<file path="src/rtl/scan_loader_if.sv">
// scan_loader_if: byte stream, scan chain and readback signals of scan_loader
//   start/abort/busy/done : pass control and status
//   in_data/in_valid/in_ready : byte stream into the loader
//   scan_in/scan_en/scan_out : memory scan chain
//   rb_data/rb_valid : bytes displaced from the chain
interface scan_loader_if;
  logic start, abort, busy, done;
  logic [7:0] in_data;
  logic in_valid, in_ready;
  logic scan_in, scan_en, scan_out;
  logic [7:0] rb_data;
  logic rb_valid;
  modport slave(
    input start, abort, in_data, in_valid, scan_out,
    output busy, done, in_ready, scan_in, scan_en, rb_data, rb_valid
  );
  modport master(
    output start, abort, in_data, in_valid, scan_out,
    input busy, done, in_ready, scan_in, scan_en, rb_data, rb_valid
  );
endinterface

</file>
<file path="src/rtl/scan_loader.sv">
// scan_loader: serialises LEN bytes MSB-first into a memory scan chain, returning displaced bytes
//   clk   : clock, rising edge
//   reset : asynchronous active-high reset
//   bus   : scan_loader_if.slave (control, byte stream, scan chain, readback)
module scan_loader #(
  parameter int LEN = 64
) (
  input logic clk,
  input logic reset,
  scan_loader_if.slave bus
);
  localparam int CW = $clog2(LEN + 1);
  localparam logic [CW-1:0] LAST = CW'(LEN - 1);
  typedef enum logic [1:0] {IDLE, LOAD, SHIFT, DONE} state_t;
  state_t state, state_nx;
  logic [7:0] tx_sr;
  logic [6:0] rx_sr;
  logic [2:0] bit_cnt;
  logic [CW-1:0] byte_cnt;
  logic byte_end, last_byte, hs;
  assign byte_end = state == SHIFT && bit_cnt == 3'd7;
  assign last_byte = byte_cnt == LAST;
  assign bus.busy = state != IDLE;
  assign bus.done = state == DONE;
  assign bus.scan_en = state == SHIFT;
  assign bus.scan_in = bus.scan_en & tx_sr[7];
  // the next byte is requested in the final shift cycle so consecutive bytes stream without a bubble
  assign bus.in_ready = state == LOAD || (byte_end && !last_byte);
  assign hs = bus.in_valid && bus.in_ready;
  always_comb begin
    state_nx = state;
    if (bus.abort) state_nx = IDLE;
    else
      case (state)
        IDLE:    state_nx = bus.start ? LOAD : IDLE;
        LOAD:    state_nx = hs ? SHIFT : LOAD;
        SHIFT:   state_nx = !byte_end ? SHIFT : last_byte ? DONE : hs ? SHIFT : LOAD;
        default: state_nx = IDLE;
      endcase
  end
  always_ff @(posedge clk or posedge reset)
    if (reset) state <= IDLE;
    else state <= state_nx;
  always_ff @(posedge clk or posedge reset)
    if (reset) begin
      tx_sr <= '0;
      rx_sr <= '0;
      bit_cnt <= '0;
      byte_cnt <= '0;
      bus.rb_data <= '0;
      bus.rb_valid <= 1'b0;
    end else begin
      bus.rb_valid <= 1'b0;
      if (bus.abort) begin
        bit_cnt <= '0;
        byte_cnt <= '0;
      end else begin
        if (state == SHIFT) begin
          tx_sr <= {tx_sr[6:0], 1'b0};
          rx_sr <= {rx_sr[5:0], bus.scan_out};
          bit_cnt <= bit_cnt + 3'd1;
        end
        if (byte_end) begin
          byte_cnt <= byte_cnt + 1'b1;
          bus.rb_data <= {rx_sr, bus.scan_out};
          bus.rb_valid <= 1'b1;
        end
        if (hs) begin
          tx_sr <= bus.in_data;
          bit_cnt <= '0;
        end
        if (state == DONE) byte_cnt <= '0;
      end
    end
endmodule

</file>
<file path="src/flat_wrapper.sv">
// flat-port wrapper written by rule: the top's interface ports become plain ports
module scan_loader_flat 
#(
  parameter int LEN = 64
)
  (clk, reset, bus_start, bus_abort, bus_in_data, bus_in_valid, bus_scan_out, bus_busy, bus_done, bus_in_ready, bus_scan_in, bus_scan_en, bus_rb_data, bus_rb_valid);
  scan_loader_if bus_i ();
  input logic clk;
  input logic reset;
  input wire logic [$bits(bus_i.start)-1:0] bus_start;
  input wire logic [$bits(bus_i.abort)-1:0] bus_abort;
  input wire logic [$bits(bus_i.in_data)-1:0] bus_in_data;
  input wire logic [$bits(bus_i.in_valid)-1:0] bus_in_valid;
  input wire logic [$bits(bus_i.scan_out)-1:0] bus_scan_out;
  output wire logic [$bits(bus_i.busy)-1:0] bus_busy;
  output wire logic [$bits(bus_i.done)-1:0] bus_done;
  output wire logic [$bits(bus_i.in_ready)-1:0] bus_in_ready;
  output wire logic [$bits(bus_i.scan_in)-1:0] bus_scan_in;
  output wire logic [$bits(bus_i.scan_en)-1:0] bus_scan_en;
  output wire logic [$bits(bus_i.rb_data)-1:0] bus_rb_data;
  output wire logic [$bits(bus_i.rb_valid)-1:0] bus_rb_valid;
  assign bus_i.start = bus_start;
  assign bus_i.abort = bus_abort;
  assign bus_i.in_data = bus_in_data;
  assign bus_i.in_valid = bus_in_valid;
  assign bus_i.scan_out = bus_scan_out;
  assign bus_busy = bus_i.busy;
  assign bus_done = bus_i.done;
  assign bus_in_ready = bus_i.in_ready;
  assign bus_scan_in = bus_i.scan_in;
  assign bus_scan_en = bus_i.scan_en;
  assign bus_rb_data = bus_i.rb_data;
  assign bus_rb_valid = bus_i.rb_valid;
  scan_loader #(.LEN(LEN)) u_core (.clk(clk), .reset(reset), .bus(bus_i));
endmodule
</file>
<file path="config.mk">
export PLATFORM = sky130hd
export DESIGN_NAME = scan_loader_flat
export DESIGN_NICKNAME = d
export VERILOG_FILES = /design/src/rtl/scan_loader_if.sv /design/src/rtl/scan_loader.sv /design/src/flat_wrapper.sv
export SDC_FILE = /design/constraint.sdc
export NUM_CORES = 1
export LEC_CHECK = 0
export ABC_AREA = 0
export BUFFER_PORTS_ARGS = -buffer_cell sky130_fd_sc_hd__buf_2
export CAP_MARGIN = 40
export CORE_ASPECT_RATIO = 1.4
export CORE_MARGIN = 2
export CORE_UTILIZATION = 45
export DETAILED_ROUTE_END_ITERATION = 6
export PLACE_DENSITY_LB_ADDON = 0.1
export SETUP_SLACK_MARGIN = 0.5
export SLEW_MARGIN = 15
export SYNTH_ARGS = -nofsm -noshare
export SYNTH_HDL_FRONTEND = slang
export SYNTH_SLANG_ARGS = --single-unit
</file>
<file path="constraint.sdc">
create_clock -name clk -period 2.1 [get_ports clk]
set_input_delay 0 -clock clk [delete_from_list [all_inputs] [get_ports clk]]
set_output_delay 0 -clock clk [all_outputs]
set_load 0.005 [all_outputs]
</file>
# After elaboration in Yosys (flattened, before gate mapping)
# Cells that the tools add are included.
# totals
input_bits,14
out_inout_bits,14
register_bits,36
elab_cells,45
# op_classes
n_mux,16
addsub,2
n_eq_ne,5
reduce_logical,13
bitwise_logic,2
# ops
operator,n
7-bit two-way mux,3
8-bit two-way mux,2
3-bit two-way mux,3
2-bit two-way mux,4
"7-bit by 1-bit adder with 7-bit output, second input constant",1
"7-bit by 6-bit == test with 1-bit output, second input constant",1
2-bit case mux with 3 select lines,1
2-bit AND reduction,3
3-bit nonzero test,2
"2-bit == test, second input constant",2
2-bit nonzero test,2
"3-bit by 1-bit adder with 3-bit output, second input constant",1
"3-bit == test, second input constant",1
1-bit logical AND,3
1-bit two-way mux,3
"2-bit by 1-bit == test with 1-bit output, second input constant",1
2-bit zero test,1
1-bit AND,1
1-bit zero test,1
1-bit logical OR,1
1-bit NOT,1

# Longest topological paths before layout
# depth
depth_word,10
depth_mapped,8
depth_no_buf,6

# Worst setup path after synthesis
# No wires, ideal clock.
# synth_timing
kind,reg-to-reg
startpoint,reg u_core.bit_cnt[0]
endpoint,reg u_core.bus.rb_data[0]
path_buffers,2
path_slack_ns,0.483
t_required_ns,1.975
path_stages_with_launch,7
synth_period_minus_slack_ns,1.617
setup_ns,0.125
t_arrival_ns,1.492
cell_sequence,dfrtp_1 -> ha_1 -> ha_1 -> nand4bb_1 -> buf_2 -> buf_6 -> mux2_2
# synth_via
elab_chain_cells,3
# synth_rtl
item,line,source
start: declaration,scan_loader.sv:18,logic [2:0] bit_cnt;
start signal: assignment,scan_loader.sv:61,bit_cnt <= bit_cnt + 3'd1;
3-bit == test,scan_loader.sv:21,assign byte_end = state == SHIFT && bit_cnt == 3'd7;
1-bit logical AND,scan_loader.sv:21,
2-bit AND reduction (no line),-,
end signal: assignment,scan_loader.sv:65,"bus.rb_data <= {rx_sr, bus.scan_out};"
end: declaration,scan_loader_if.sv:15,"output busy, done, in_ready, scan_in, scan_en, rb_data, rb_valid"
# Every way passes these cells.
# A chain may end at the register's enable or synchronous reset.

# Final worst setup path
# layout_timing
startpoint,reg u_core.byte_cnt[1]
endpoint,reg u_core.tx_sr[4]
# layout_via
elab_chain_cells,7
word_cells_on_any_way,8
classes_between,eq/ne (1); mux (1); reduce/logical (6)
# layout_rtl
item,line,source
start: declaration,scan_loader.sv:19,logic [CW-1:0] byte_cnt;
start signal: assignment,scan_loader.sv:64,byte_cnt <= byte_cnt + 1'b1;
7-bit by 6-bit == test with 1-bit output (*),scan_loader.sv:22,assign last_byte = byte_cnt == LAST;
1-bit zero test (*),scan_loader.sv:28,assign bus.in_ready = state == LOAD || (byte_end && !last_byte);
1-bit logical AND (*),scan_loader.sv:28,
1-bit logical OR (*),scan_loader.sv:28,
1-bit logical AND (*),scan_loader.sv:29,assign hs = bus.in_valid && bus.in_ready;
2-bit nonzero test (no line),-,
2-bit AND reduction (no line),-,
end signal: assignment,scan_loader.sv:59,"tx_sr <= {tx_sr[6:0], 1'b0};"
end signal: assignment,scan_loader.sv:69,tx_sr <= bus.in_data;
end: declaration,scan_loader.sv:16,logic [7:0] tx_sr;
# Mark *: on every way between the ends. The rest lies on a longest branch, timed or not.

==> impl_metrics.py <==
metrics = {
    "timing": {
        "drv_slew": 0,
        "rsz0062_at_grt": "true",
        "setup_slack_ns": 0.492,
        "relSlewSlack_pct": 70.2,
        "hold_viol_final": 0,
        "fin_crit_ns": 1.61,
        "worst_pin_slew_ns": 0.448,
        "finalCritPeriodShare_pct": 76.6,
        "fmax_mhz": 622,
        "setup-tns-final_ns": 0,
        "setup_viol": 0,
        "skew_ns": 0.00428,
        "hold_slack_ns": 0.0108,
    },
    "clock_tree": {
        "numCtsBuffers": 5,
        "htreeDepth": 2,
        "clk_path_buf_depth": 2,
        "clk_latency_ns": 0.28,
        "clock-sinks": 36,
        "root_buffer": "clkbuf_8",
        "cts_tree": "yes",
        "clk_pin_slew_ns": 0.07,
    },
    "global_route": {
        "track_usage_pct": 17.2,
        "grt_pass1_vias": 1287,
        "overflow": 0,
        "grt_pass1_wl_mm": 5.75,
        "grt_max_degree": 37,
        "antenna_found_initial": 0,
    },
    "logic_synthesis": {
        "ys_types": 34,
        "synth_nets": 154,
        "yosys-top-cells-area": "dfrtp_1 (54%), mux2_2 (10%), o221a_1 (4.7%)",
        "yosysTopAreaCellShare_pct": 53.5,
        "synth_top_flop_cell": "dfrtp_1",
        "syn_inst": 137,
        "yosysTopAreaCell": "dfrtp_1",
        "yosysWarnings": 0,
        "synth-async-reset-ratio_pct": 100,
        "yosysSeqAreaShare_pct": 53.5,
        "syn_area_per_cell_sq_um": 12.3,
        "synth_area_sq_mm": 0.00168,
        "synth_common_cells": "dfrtp_1 (36), mux2_2 (15), o21ai_0 (11)",
        "synth_most_common_cell": "dfrtp_1",
        "synth_edf_count": 0,
        "synth.ff_latch_count": 36,
    },
    "critical_path": {
        "r2r-end": "u_core.tx_sr[4]",
        "reg2reg_depth": 5,
        "cp.required_ns": 2.27,
        "crit_arrival_ns": 1.78,
        "rrSetupSlack_ns": 0.49,
        "cp-start-kind": "register",
        "cp-end-kind": "register",
        "path_class": "register to register",
        "endpoint": "u_core.tx_sr[4]",
        "critPathMaxStageDelay_ns": 0.43,
        "startpoint": "u_core.byte_cnt[1]",
        "crit_fanout": 8,
        "cp_slowest_cell": "dfrtp_1",
        "rr_startpoint": "u_core.byte_cnt[1]",
        "crit_path_cell_trace": "ha_4 -> nand4b_1 -> a2bb2oi_4 -> nand3b_4 -> o221a_1",
    },
    "hold_path": {
        "min_path_type": "input pin to register",
    },
    "pwr": {
        "power.total_mw": 1.63,
        "power.density_mw_per_mm2": 756,
        "leakagePower_nw": 1.06,
        "ir_drop_v": 0.000555,
    },
    "floorplan": {
        "start_util_pct": 46.6,
        "die_area_sq_mm": 0.00425,
        "num_rows": 26,
        "fp.dieW_microns": 55.7,
        "die_h_microns": 76.4,
        "pin_count": 28,
        "coreArea_sq_mm": 0.00361,
    },
    "place": {
        "io_buffer_count": 27,
        "post-place-ws_ns": 0.382,
        "dp.cells": 203,
        "gp_congestion": 0.760,
        "dp_hpwl_mm": 2.15,
        "placed_area_sq_mm": 0.00184,
    },
    "route": {
        "vias": 1237,
        "vias_per_cell": 5.47,
        "first_pass_iters": 6,
        "routed_wirelength_mm": 3.31,
        "antenna_left": 0,
        "wire_per_inst_microns": 14.6,
        "first_iter_violations": 30,
        "drc": 0,
    },
    "layout": {
        "fin_area_sq_mm": 0.00215,
        "final_nets": 200,
        "drive_gt1_share_pct": 42.4,
        "n_fill_cell": 283,
        "stdcell_count": 226,
        "diodes": 0,
        "utilization_pct": 59.7,
        "area_delta_synth_final_pct": 28.0,
    },
    "run_status": {
        "status": "complete, no violations",
    },
    "run": {
        "cap_violations": 0,
    },
}
## area by class of cell
type                    instances  area, sq um  share of cell area, %
multi-input cells              89          766                   35.5
clock inverters                 2         35.0                   1.63
flip-flops and latches         36          902                   41.9
well taps                      42         52.6                   2.44
inverters                       7         26.3                   1.22
repair buffers                 44          300                   13.9
clock buffers                   6         72.6                   3.37
## worst min path at each step
stage                         from                     to  slack (ns)  cells past startpoint
finish              bus_in_data[5]        u_core.tx_sr[5]        0.01                      2
global route        bus_in_data[2]        u_core.tx_sr[2]       0.007                      2
CTS                 bus_in_data[2]        u_core.tx_sr[2]       0.004                      2
detailed placement           reset  u_core.bus.rb_data[3]        0.13                      3
global placement             reset  u_core.bus.rb_data[0]        0.12                      3
floorplan           bus_in_data[0]        u_core.tx_sr[0]        0.13                      2
## where the power goes
group | internal (mW) | switching [mW]
sequential | 0.775 | 0.0508
clock | 0.352 | 0.237
combinational | 0.135 | 0.0786
total | 1.26 | 0.367
## worst max-delay path: cells and delay by family (launching register included)
kind                     cells  cell delay, ns
AO/OA/AOI/OAI                2            0.51
flip-flops                   1            0.43
AND/OR/NAND/NOR              2            0.37
adder cells (fa/ha/maj)      1            0.20
## cell usage in the layout, fill, tap and decap left out, drive strengths merged
cell and instances:
buf 37, o21ai 12, nand3 4, dfrtp 36, dlygate4sd3 7, nand2 4
clkbuf 6, o31ai 2, a21o 1, inv 7, nand4bb 1, o21a 1
a22o 1, nor3b 1, nor2b 2, and4 1, nor2 6, mux2 15
ha 3, o22ai 1, nand2b 2, bufinv 1, or2 8, o221a 7
mux2i 3, clkinv 1, and2 2, nand3b 3, o221ai 1, a21oi 3
nand4b 1, and3b 1, a2bb2oi 1, xnor2 2
## kinds of logic after synthesis
kind of cell	Yosys count	synth area share, %
and+or+nand+nor	36	13.5
DFF	36	53.5
AOI/OAI and AO/OA	30	13.7
muxes	18	11.8
buffers and inverters	12	4.16
adders and majority gates	3	2.23
xor gates and xnor gates	2	1.04
## metal layers
metal | up-vias | share of wire (%) | global-route usage (%)
met4 | 0 | 2.2 | 6.83
met3 | 8 | 5.0 | 5.26
met5 | - | 0 | 0
met1 | 601 | 41 | 19.6
li1 | 581 | - | -
met2 | 47 | 52 | 29.8
## flip-flops by register name, summed over array words and instances (netlist names)
signal               count
u_core.bus.rb_valid      1
u_core.byte_cnt          7
u_core.state             2
u_core.rx_sr             7
u_core.bus.rb_data       8
u_core.bit_cnt           3
u_core.tx_sr             8
## timing repair
item | in CTS | in global routing
gates cloned | 1 | 0
hold buffers | 7 | 0
resized for setup | 11 | 5
endpoints found under the hold margin | 43 | 0
buffers inserted | 6 | 1
pin swaps | 3 | 4
endpoints found under the setup margin | 22 | 16
Power figures use the tool's default switching activity.
